File: src/rtl/bus_pkg.sv
// -----------------------------------------------------------------------------
// bus_pkg
// Shared definitions for the az_bus interconnect arbiter.
//   BUS_ADDR_W  : word address width on master and slave sides
//   BUS_DATA_W  : data width on master and slave sides
//   arb_state_t : arbiter FSM state encoding (IDLE / BUSY)
//   rr_wrap_inc : index + 1 with wrap to 0 at n (round-robin pointer advance)
// -----------------------------------------------------------------------------
package bus_pkg;

  localparam int BUS_ADDR_W = 30;
  localparam int BUS_DATA_W = 32;

  typedef enum logic [0:0] {
    ARB_IDLE = 1'b0,
    ARB_BUSY = 1'b1
  } arb_state_t;

  // Next round-robin index after idx in a ring of n entries.
  function automatic int rr_wrap_inc(input int idx, input int n);
    int nxt;
    nxt = idx + 32'sd1;
    if (nxt >= n) begin
      nxt = 32'sd0;
    end else begin
      nxt = nxt;
    end
    return nxt;
  endfunction

endpackage

File: src/rtl/bus_arbiter_if.sv
// -----------------------------------------------------------------------------
// bus_arbiter_if
// Bundles the az_bus master-side request/response signals and the shared
// slave-side bus.
//   m_req/m_addr/m_wr/m_wdata : per-master request, address, write flag, data
//   m_ack/m_err/m_rdata       : completion strobe, timeout error, read data
//   s_valid/s_addr/s_wr/s_wdata : granted transfer on the slave-side bus
//   s_ready/s_rdata           : slave completion and read data
// Modports:
//   arb    : the arbiter itself
//   master : the requesting masters
//   slave  : the slave / address decoder side
// -----------------------------------------------------------------------------
interface bus_arbiter_if
  import bus_pkg::*;
#(
  parameter int N_MASTERS = 4
);

  logic [N_MASTERS-1:0]                 m_req;
  logic [N_MASTERS-1:0][BUS_ADDR_W-1:0] m_addr;
  logic [N_MASTERS-1:0]                 m_wr;
  logic [N_MASTERS-1:0][BUS_DATA_W-1:0] m_wdata;
  logic [N_MASTERS-1:0]                 m_ack;
  logic [N_MASTERS-1:0]                 m_err;
  logic [BUS_DATA_W-1:0]                m_rdata;

  logic                                 s_valid;
  logic [BUS_ADDR_W-1:0]                s_addr;
  logic                                 s_wr;
  logic [BUS_DATA_W-1:0]                s_wdata;
  logic                                 s_ready;
  logic [BUS_DATA_W-1:0]                s_rdata;

  modport arb (
    input  m_req, m_addr, m_wr, m_wdata, s_ready, s_rdata,
    output m_ack, m_err, m_rdata, s_valid, s_addr, s_wr, s_wdata
  );

  modport master (
    output m_req, m_addr, m_wr, m_wdata,
    input  m_ack, m_err, m_rdata
  );

  modport slave (
    input  s_valid, s_addr, s_wr, s_wdata,
    output s_ready, s_rdata
  );

endinterface

File: src/rtl/bus_arbiter_rr_pick.sv
// -----------------------------------------------------------------------------
// rr_pick
// Purely combinational round-robin selector: returns the first requesting
// index at or above ptr, scanning modulo N_MASTERS.
//   req     (in)  : request vector
//   ptr     (in)  : index with highest priority this round
//   gnt_idx (out) : selected index (0 when nothing requests)
//   gnt_any (out) : at least one request present
// -----------------------------------------------------------------------------
module rr_pick
  import bus_pkg::*;
#(
  parameter int N_MASTERS = 4,
  parameter int IDX_W     = $clog2(N_MASTERS)
) (
  input  logic [N_MASTERS-1:0] req,
  input  logic [IDX_W-1:0]     ptr,
  output logic [IDX_W-1:0]     gnt_idx,
  output logic                 gnt_any
);

  int               w_sum;
  logic [IDX_W-1:0] w_cand;
  logic             w_hit;

  // Scan from ptr upwards with wrap; the first hit wins and later hits are ignored.
  always_comb begin
    gnt_idx = '0;
    gnt_any = 1'b0;
    w_sum   = 32'sd0;
    w_cand  = '0;
    w_hit   = 1'b0;
    for (int k = 0; k < N_MASTERS; k++) begin
      w_sum   = int'(ptr) + k;
      w_cand  = (w_sum >= N_MASTERS) ? IDX_W'(w_sum - N_MASTERS) : IDX_W'(w_sum);
      w_hit   = !gnt_any && req[w_cand];
      gnt_idx = w_hit ? w_cand : gnt_idx;
      gnt_any = gnt_any | req[w_cand];
    end
  end

endmodule

File: src/rtl/bus_arbiter.sv
// -----------------------------------------------------------------------------
// bus_arbiter
// Round-robin arbiter for the az_bus interconnect. One single-beat transfer is
// in flight at a time: an IDLE cycle registers the round-robin winner, then the
// BUSY state drives the winner's request onto the slave bus until s_ready.
//   clk : single clock, rising edge
//   rst : synchronous, active-high reset
//   bus : bus_arbiter_if.arb (master request/response + shared slave bus)
// Optional feature macro: BUS_ARB_TIMEOUT_EN
//   defined   : a BUSY transfer without s_ready for TIMEOUT cycles is aborted
//               with m_err + m_ack to the granted master
//   undefined : no counter, m_err tied to 0, BUSY waits indefinitely
// -----------------------------------------------------------------------------
module bus_arbiter
  import bus_pkg::*;
#(
  parameter int N_MASTERS = 4,
  parameter int TIMEOUT   = 64
) (
  input  logic      clk,
  input  logic      rst,
  bus_arbiter_if.arb bus
);

  localparam int IDX_W = $clog2(N_MASTERS);

  if ((N_MASTERS < 2) || (N_MASTERS > 8)) begin : g_n_masters_check
    $error("bus_arbiter: N_MASTERS must be in 2..8");
  end
  if (TIMEOUT < 2) begin : g_timeout_check
    $error("bus_arbiter: TIMEOUT must be >= 2");
  end

  arb_state_t            r_state;
  logic [IDX_W-1:0]      r_grant;
  logic [IDX_W-1:0]      r_ptr;
  logic                  r_mask_vld;   // last-acked master is masked for one IDLE cycle

  logic [N_MASTERS-1:0]  w_mask;
  logic [N_MASTERS-1:0]  w_req_masked;
  logic [IDX_W-1:0]      w_pick_idx;
  logic                  w_pick_any;
  logic                  w_timeout;
  logic                  w_done;

  // Mask the master that just completed: its m_req is still high on the
  // cycle after its ack and must not win a second transfer.
  always_comb begin
    w_mask = '0;
    if (r_mask_vld) begin
      w_mask[r_grant] = 1'b1;
    end else begin
      w_mask = '0;
    end
    w_req_masked = bus.m_req & ~w_mask;
  end

  rr_pick #(
    .N_MASTERS (N_MASTERS),
    .IDX_W     (IDX_W)
  ) u_rr_pick (
    .req     (w_req_masked),
    .ptr     (r_ptr),
    .gnt_idx (w_pick_idx),
    .gnt_any (w_pick_any)
  );

`ifdef BUS_ARB_TIMEOUT_EN
  localparam int CNT_W = $clog2(TIMEOUT);

  logic [CNT_W-1:0] r_cnt;

  // Wait-cycle counter: held at 0 in IDLE so it starts from 0 on BUSY entry.
  always_ff @(posedge clk) begin
    if (rst) begin
      r_cnt <= '0;
    end else if (r_state != ARB_BUSY) begin
      r_cnt <= '0;
    end else if (!bus.s_ready) begin
      r_cnt <= r_cnt + CNT_W'(1);
    end else begin
      r_cnt <= r_cnt;
    end
  end

  // Abort only when the slave is still silent; s_ready in the same cycle wins.
  always_comb begin
    if ((r_state == ARB_BUSY) && !bus.s_ready && (r_cnt == CNT_W'(TIMEOUT - 1))) begin
      w_timeout = 1'b1;
    end else begin
      w_timeout = 1'b0;
    end
  end
`else
  // Timeout feature not built: BUSY is only left on s_ready.
  always_comb begin
    w_timeout = 1'b0;
  end
`endif

  // A transfer ends on slave completion or on timeout abort.
  always_comb begin
    if (r_state == ARB_BUSY) begin
      w_done = bus.s_ready | w_timeout;
    end else begin
      w_done = 1'b0;
    end
  end

  // Arbitration FSM: register the pick in IDLE, release in BUSY on completion.
  always_ff @(posedge clk) begin
    if (rst) begin
      r_state    <= ARB_IDLE;
      r_grant    <= '0;
      r_ptr      <= '0;
      r_mask_vld <= 1'b0;
    end else begin
      case (r_state)
        ARB_IDLE: begin
          r_mask_vld <= 1'b0;
          if (w_pick_any) begin
            r_grant <= w_pick_idx;
            r_state <= ARB_BUSY;
          end else begin
            r_grant <= r_grant;
            r_state <= ARB_IDLE;
          end
        end
        ARB_BUSY: begin
          if (w_done) begin
            r_state    <= ARB_IDLE;
            r_ptr      <= IDX_W'(rr_wrap_inc(int'(r_grant), N_MASTERS));
            r_mask_vld <= 1'b1;
          end else begin
            r_state    <= ARB_BUSY;
            r_mask_vld <= 1'b0;
          end
        end
        default: begin
          r_state    <= ARB_IDLE;
          r_mask_vld <= 1'b0;
        end
      endcase
    end
  end

  // Slave-bus mux and response steering; everything is quiet outside BUSY.
  always_comb begin
    bus.s_valid = 1'b0;
    bus.s_addr  = '0;
    bus.s_wr    = 1'b0;
    bus.s_wdata = '0;
    bus.m_ack   = '0;
    bus.m_err   = '0;
    bus.m_rdata = '0;
    if (r_state == ARB_BUSY) begin
      bus.s_valid          = 1'b1;
      bus.s_addr           = bus.m_addr[r_grant];
      bus.s_wr             = bus.m_wr[r_grant];
      bus.s_wdata          = bus.m_wdata[r_grant];
      bus.m_ack[r_grant]   = w_done;
      bus.m_err[r_grant]   = w_timeout;
      bus.m_rdata          = w_timeout ? '0 : bus.s_rdata;
    end else begin
      bus.s_valid = 1'b0;
    end
  end

endmodule

File: src/flat_wrapper.sv
// flat-port wrapper written by rule: the top's interface ports become plain ports
module bus_arbiter_flat import bus_pkg::*;
#(
  parameter int N_MASTERS = 4,
  parameter int TIMEOUT   = 64
)
  (clk, rst, bus_m_req, bus_m_addr, bus_m_wr, bus_m_wdata, bus_s_ready, bus_s_rdata, bus_m_ack, bus_m_err, bus_m_rdata, bus_s_valid, bus_s_addr, bus_s_wr, bus_s_wdata);
  bus_arbiter_if #(.N_MASTERS(N_MASTERS)) bus_i ();
  input  logic clk;
  input  logic rst;
  input wire logic [$bits(bus_i.m_req)-1:0] bus_m_req;
  input wire logic [$bits(bus_i.m_addr)-1:0] bus_m_addr;
  input wire logic [$bits(bus_i.m_wr)-1:0] bus_m_wr;
  input wire logic [$bits(bus_i.m_wdata)-1:0] bus_m_wdata;
  input wire logic [$bits(bus_i.s_ready)-1:0] bus_s_ready;
  input wire logic [$bits(bus_i.s_rdata)-1:0] bus_s_rdata;
  output wire logic [$bits(bus_i.m_ack)-1:0] bus_m_ack;
  output wire logic [$bits(bus_i.m_err)-1:0] bus_m_err;
  output wire logic [$bits(bus_i.m_rdata)-1:0] bus_m_rdata;
  output wire logic [$bits(bus_i.s_valid)-1:0] bus_s_valid;
  output wire logic [$bits(bus_i.s_addr)-1:0] bus_s_addr;
  output wire logic [$bits(bus_i.s_wr)-1:0] bus_s_wr;
  output wire logic [$bits(bus_i.s_wdata)-1:0] bus_s_wdata;
  assign bus_i.m_req = bus_m_req;
  assign bus_i.m_addr = bus_m_addr;
  assign bus_i.m_wr = bus_m_wr;
  assign bus_i.m_wdata = bus_m_wdata;
  assign bus_i.s_ready = bus_s_ready;
  assign bus_i.s_rdata = bus_s_rdata;
  assign bus_m_ack = bus_i.m_ack;
  assign bus_m_err = bus_i.m_err;
  assign bus_m_rdata = bus_i.m_rdata;
  assign bus_s_valid = bus_i.s_valid;
  assign bus_s_addr = bus_i.s_addr;
  assign bus_s_wr = bus_i.s_wr;
  assign bus_s_wdata = bus_i.s_wdata;
  bus_arbiter #(.N_MASTERS(N_MASTERS), .TIMEOUT(TIMEOUT)) u_core (.clk(clk), .rst(rst), .bus(bus_i));
endmodule
File: config.mk
export PLATFORM = sky130hd
export DESIGN_NAME = bus_arbiter_flat
export DESIGN_NICKNAME = d
export VERILOG_FILES = /design/src/rtl/bus_pkg.sv /design/src/rtl/bus_arbiter_if.sv /design/src/rtl/bus_arbiter_rr_pick.sv /design/src/rtl/bus_arbiter.sv /design/src/flat_wrapper.sv
export SDC_FILE = /design/constraint.sdc
export NUM_CORES = 1
export LEC_CHECK = 0
export CAP_MARGIN = 20
export CORE_AREA = 2 2 152 154
export DETAILED_ROUTE_END_ITERATION = 8
export DIE_AREA = 0 0 154 156
export GPL_ROUTABILITY_DRIVEN = 0
export PLACE_DENSITY = 0.46
export SYNTH_ARGS = -nofsm -noshare
export SYNTH_HDL_FRONTEND = slang
export SYNTH_SLANG_ARGS = --single-unit
File: constraint.sdc
create_clock -name clk -period 3.42 [get_ports clk]
set_input_delay 0.513 -clock clk [delete_from_list [all_inputs] [get_ports clk]]
set_output_delay 0.513 -clock clk [all_outputs]
set_load 0.01 [all_outputs]
Yosys cells after proc, flatten, opt, wreduce, memory -nomap -nowiden. Index checks and enable logic that the tools add are counted.

Flip-flop bits (word level): 6. Output and inout bits: 104. Logic and storage cells: 77.

Add/subtract/negate cells: 8. Order comparisons: 11. Mux-type cells: 38. Bitwise operators: 7. Reduce and logical (&&, ||, !) cells: 9.

Operator list (number): 32-bit two-way mux (3); 32-bit binary-select mux with 2-bit select (1); 30-bit binary-select mux with 2-bit select (1); 30-bit two-way mux (2); 2-bit two-way mux (9); 2-bit by 3-bit < comparator with 1-bit output (second input constant) (5); 3-bit >= comparator (second input constant) (4); 1-bit two-way mux (12); 1-bit binary-select mux with 2-bit select (5); 4-bit bitwise AND (2); 4-bit two-way mux (2); 2-bit by 1-bit subtractor with 2-bit output (second input constant) (4); 2-bit by 1-bit adder with 3-bit output (second input constant) (2); 2-bit by 2-bit adder with 3-bit output (second input constant) (2); 1-bit logical AND (4); 4-bit NOT (1); 1-bit one-hot mux with 2 select lines (2); 2-bit AND reduction (2); 2-bit by 3-bit >= comparator with 1-bit output (second input constant) (1); 1-bit zero test (3); 1-bit bitwise OR (3); 1-bit demux with 2-bit select (1); 2-bit by 1-bit >= comparator with 1-bit output (second input constant) (1); 1-bit NOT (1).

Logic depth before layout (Yosys ltp).
Word-level depth: 14. Depth in mapped cells: 9. Gate-level depth less buffers: 7.

Cells and area by module. From an unflattened synthesis, not the netlist that was laid out.

Cells, all modules: 310. Area, all modules: 2603.7 um^2.

Modules (own cells, without submodules): bus_arbiter (times used 1, cells an instance 295, area each 2526.2 um^2, sequential area each 120.1 um^2); rr_pick (times used 1, cells an instance 15, area each 77.6 um^2, sequential area each 0.0 um^2).

Worst setup path before layout. Ideal clock, no wire load.

Path type: reg2out. Start: reg u_core.r_grant[0]. End: out bus_s_addr[0]. Data arrival time: 1.425 ns. Slack: 1.482 ns. Cell stages (with the launch flop): 5. Cell sequence: dfxtp_1 buf_6 buf_6 mux4_2 and2_1.

Longest elaborated chain between the ends: 3.

Ends and longest elaborated chain: start, declared (RTL line bus_arbiter.sv:35) `logic [IDX_W-1:0] r_grant;`; start signal, assigned (RTL line bus_arbiter.sv:122) `r_grant <= w_pick_idx;`; start signal, assigned (RTL line bus_arbiter.sv:125) `r_grant <= r_grant;`; 30-bit binary-select mux with 2-bit select (RTL line bus_arbiter.sv:158) `bus.s_addr = bus.m_addr[r_grant];`; 30-bit two-way mux (not written as such) (RTL line bus_arbiter.sv:158); 30-bit two-way mux (RTL line bus_arbiter.sv:156) `if (r_state == ARB_BUSY) begin`; end, declared (RTL line flat_wrapper.sv:21) `output wire logic [$bits(bus_i.s_addr)-1:0] bus_s_addr;`.

No other way between the ends. The select of a mux whose other input is x is not followed.

Worst setup path in the final report.
Start: reg u_core.r_grant[0]. End: out bus_s_wdata[23].

Longest elaborated chain between the ends: 3.

Ends and longest elaborated chain: 32-bit binary-select mux with 2-bit select (RTL line bus_arbiter.sv:160) `bus.s_wdata = bus.m_wdata[r_grant];`; 32-bit two-way mux (not written as such) (RTL line bus_arbiter.sv:160); 32-bit two-way mux (RTL line bus_arbiter.sv:156); end, declared (RTL line flat_wrapper.sv:23) `output wire logic [$bits(bus_i.s_wdata)-1:0] bus_s_wdata;`.

No other way between the ends. The select of a mux whose other input is x is not followed.

==> qor.txt <==
status -> finished clean
Tot Pwr -> 1.24 mW
# rows -> 55
P_leak -> 2.36 nW
synthesized area -> 2670 µm²
Crit. End Element -> primary output
Clock Skews -> 0.000769 ns
antenna violations before repair -> 1
Worst EP arrival -> 2.18 ns
Die W -> 154 µm
Slew @ Worst Pin -> 0.558 ns
hold path endpoint -> u_core.r_ptr[1]
period utilization -> 0.788
CTS buffer count -> 3
Initial DRC Count -> 165
number of global-route vias before repair -> 3,931
RR Endpoint -> u_core.r_grant[0]
DR vias -> 3,628
Max Fanout on Critical Path -> 39
final wirelength -> 18,600 µm
Max Fclk -> 371 MHz
r2r worst-path depth -> 8
vias per cell -> 4.01
reg2reg start -> u_core.r_grant[1]
drt drc -> 0
R2R Setup Slk -> 1.22 ns
Initial Utilization -> 0.119
post-CTS sizing -> 0
total power per unit cell area -> 180 nW/µm²
Period minus WS final -> 2.70 ns
Synth area leaders -> mux4_2 (53%), and2_1 (22%), dfxtp_1 (4.5%)
Max clock buf depth -> 2
RSZ-0062 raised after global routing -> false
critical path class -> reg -> out
largest net degree at the start of global routing -> 61
CTS Root Cell -> clkbuf_16
Hold Crit Depth -> 2
Cells after Synth -> 246
# fillers -> 2,294
Hold Path Origin -> u_core.r_ptr[1]
io pins -> 395
Post-synth EDFFs -> 0
TritonCTS clock tree -> built
Pins Over Slew Limit -> 0
CTS Sinks -> 6
Slew HR -> 0.628
die span in y -> 156 µm
final worst setup slack -> 0.724 ns
WP data required -> 2.91 ns
setup violators final -> 0
GRT Residual Overflow -> 0
post-place setup slack -> 0.784 ns
Hold-fix buffers, CTS -> 0
core area -> 22,400 µm²
TNS Setup -> 0 ns
P&R area growth vs syn -> 159%
peak supply drop -> 0.126 mV
crit path launch type -> register
maxcap violations -> 0
CTS clk-pin slew, worst paths -> 0.04 ns
average wire per standard cell -> 20.6 µm
Final ANT Viol Nets -> 0
number of hold violations in the final report -> 0
Hold WC Path Type -> reg -> reg
setup repair bufs after CTS -> 0
Pre-Repair DR Iteration Count -> 4
nets -> 915
share of cells above drive strength 1 -> 0.132
Synth area leader -> mux4_2
port bufs -> 390
post-synthesis cell type count -> 30
DP HPWL -> 15,700 µm
Synth top area share -> 0.531
Fin Hold WS -> 0.562 ns
sequential area share after synthesis -> 0.0449
asr flop ratio synth -> 0
synth warn -> 0
H-Tree Depth -> 1
global-route wire length before repair -> 26,500 µm
post-layout util -> 0.309
top_reg_cell synth -> dfxtp_1
Yosys reg bits -> 6
Die ar. -> 24,000 µm²
overall routing resource usage -> 0.144
worst skew pair latency -> 0.23 ns
Mapped Avg Cell Area -> 10.9 µm²
## sequential cells by signal, summed over array words and instances, names as in the netlist
| signal | cells |
|---|---|
| u_core.r_grant | 2 |
| u_core.r_ptr | 2 |
| u_core.r_mask_vld | 1 |
| u_core.r_state | 1 |
## cells in the mapped netlist (2+ instances only)
cell,number
buf_6,5
nor2_1,6
a21boi_2,2
inv_1,4
mux4_2,63
ha_1,4
clkbuf_1,14
and3_1,4
dfxtp_1,6
and2_1,95
nand3_1,2
buf_2,4
buf_4,7
o22ai_1,4
a21bo_2,2
nand2_1,3
a21oi_1,6
o21ai_0,3
## how the worst max path moves through the flow
stage / from / to / slack [ns] / depth (start not counted)
floorplan: u_core.r_grant[0] / bus_s_addr[0] / 1.48 / 4
global placement: bus_m_addr[68] / bus_s_addr[8] / 0.77 / 4
detailed placement: bus_m_addr[68] / bus_s_addr[8] / 0.78 / 4
CTS: u_core.r_grant[0] / bus_s_wdata[23] / 0.69 / 4
global route: u_core.r_grant[0] / bus_s_wdata[23] / 0.65 / 4
finish: u_core.r_grant[0] / bus_s_wdata[23] / 0.72 / 4
## critical path, cell delays in order, from the launching register on
cell and delay (ns):
dfxtp_4 0.36, buf_12 0.28, mux4_2 0.58, and2_1 0.17
clkdlybuf4s50_1 0.51
## cells by family after synthesis
kind of cell	count (synthesis)	share of synthesized area
other cells	1	0.00140
flops	6	0.0449
buf+inv	34	0.0735
simple gates	116	0.264
mux	63	0.531
fa+ha+maj	4	0.0187
compound gates	22	0.0669
## layer usage
layer	part of all wire	track usage	vias to the layer above
li1	-	-	1685
met1	0.39	0.177	1779
met2	0.54	0.271	158
met3	0.063	0.0256	6
met4	0.0033	0.0160	0
met5	0	0	-
## stage by stage
step | cell area [µm²] | std cells
2_1_floorplan | 2680 | 249
3_3_place_gp | 6840 | 900
3_5_place_dp | 6840 | 900
4_1_cts | 6920 | 904
5_1_grt | 6920 | 905
6_report | 6920 | 905
## power by group
group | switching, mW | internal, mW
combinational | 0.313 | 0.651
clock | 0.0416 | 0.155
sequential | 0.00641 | 0.0755
## area by class of cell
type / count / area [µm²] / share of cell area
diodes: 1 / 2.50 / 0.000362
well taps: 285 / 357 / 0.0515
flip-flops and latches: 6 / 126 / 0.0183
multi-input cells: 209 / 2370 / 0.342
inverters: 4 / 15.0 / 0.00217
repair buffers: 396 / 3970 / 0.574
clock buffers: 4 / 78.8 / 0.0114
## layout by cell type (no fill, tap or decap), drive strengths merged, types with 2 or more instances in the layout
cell | netlist | final
a21boi | 3 | 3
a21bo | 2 | 2
ha | 4 | 4
nand3 | 2 | 2
conb | 1 | 4
a21oi | 6 | 6
and3 | 4 | 4
clkbuf | 14 | 4
o21ai | 3 | 3
dfxtp | 6 | 6
nor2 | 6 | 6
buf | 16 | 6
inv | 4 | 4
o22ai | 4 | 4
nand2 | 3 | 3
mux4 | 63 | 63
clkdlybuf4s50 | 0 | 390
and2 | 95 | 95
Power figures use the tool's default switching activity.
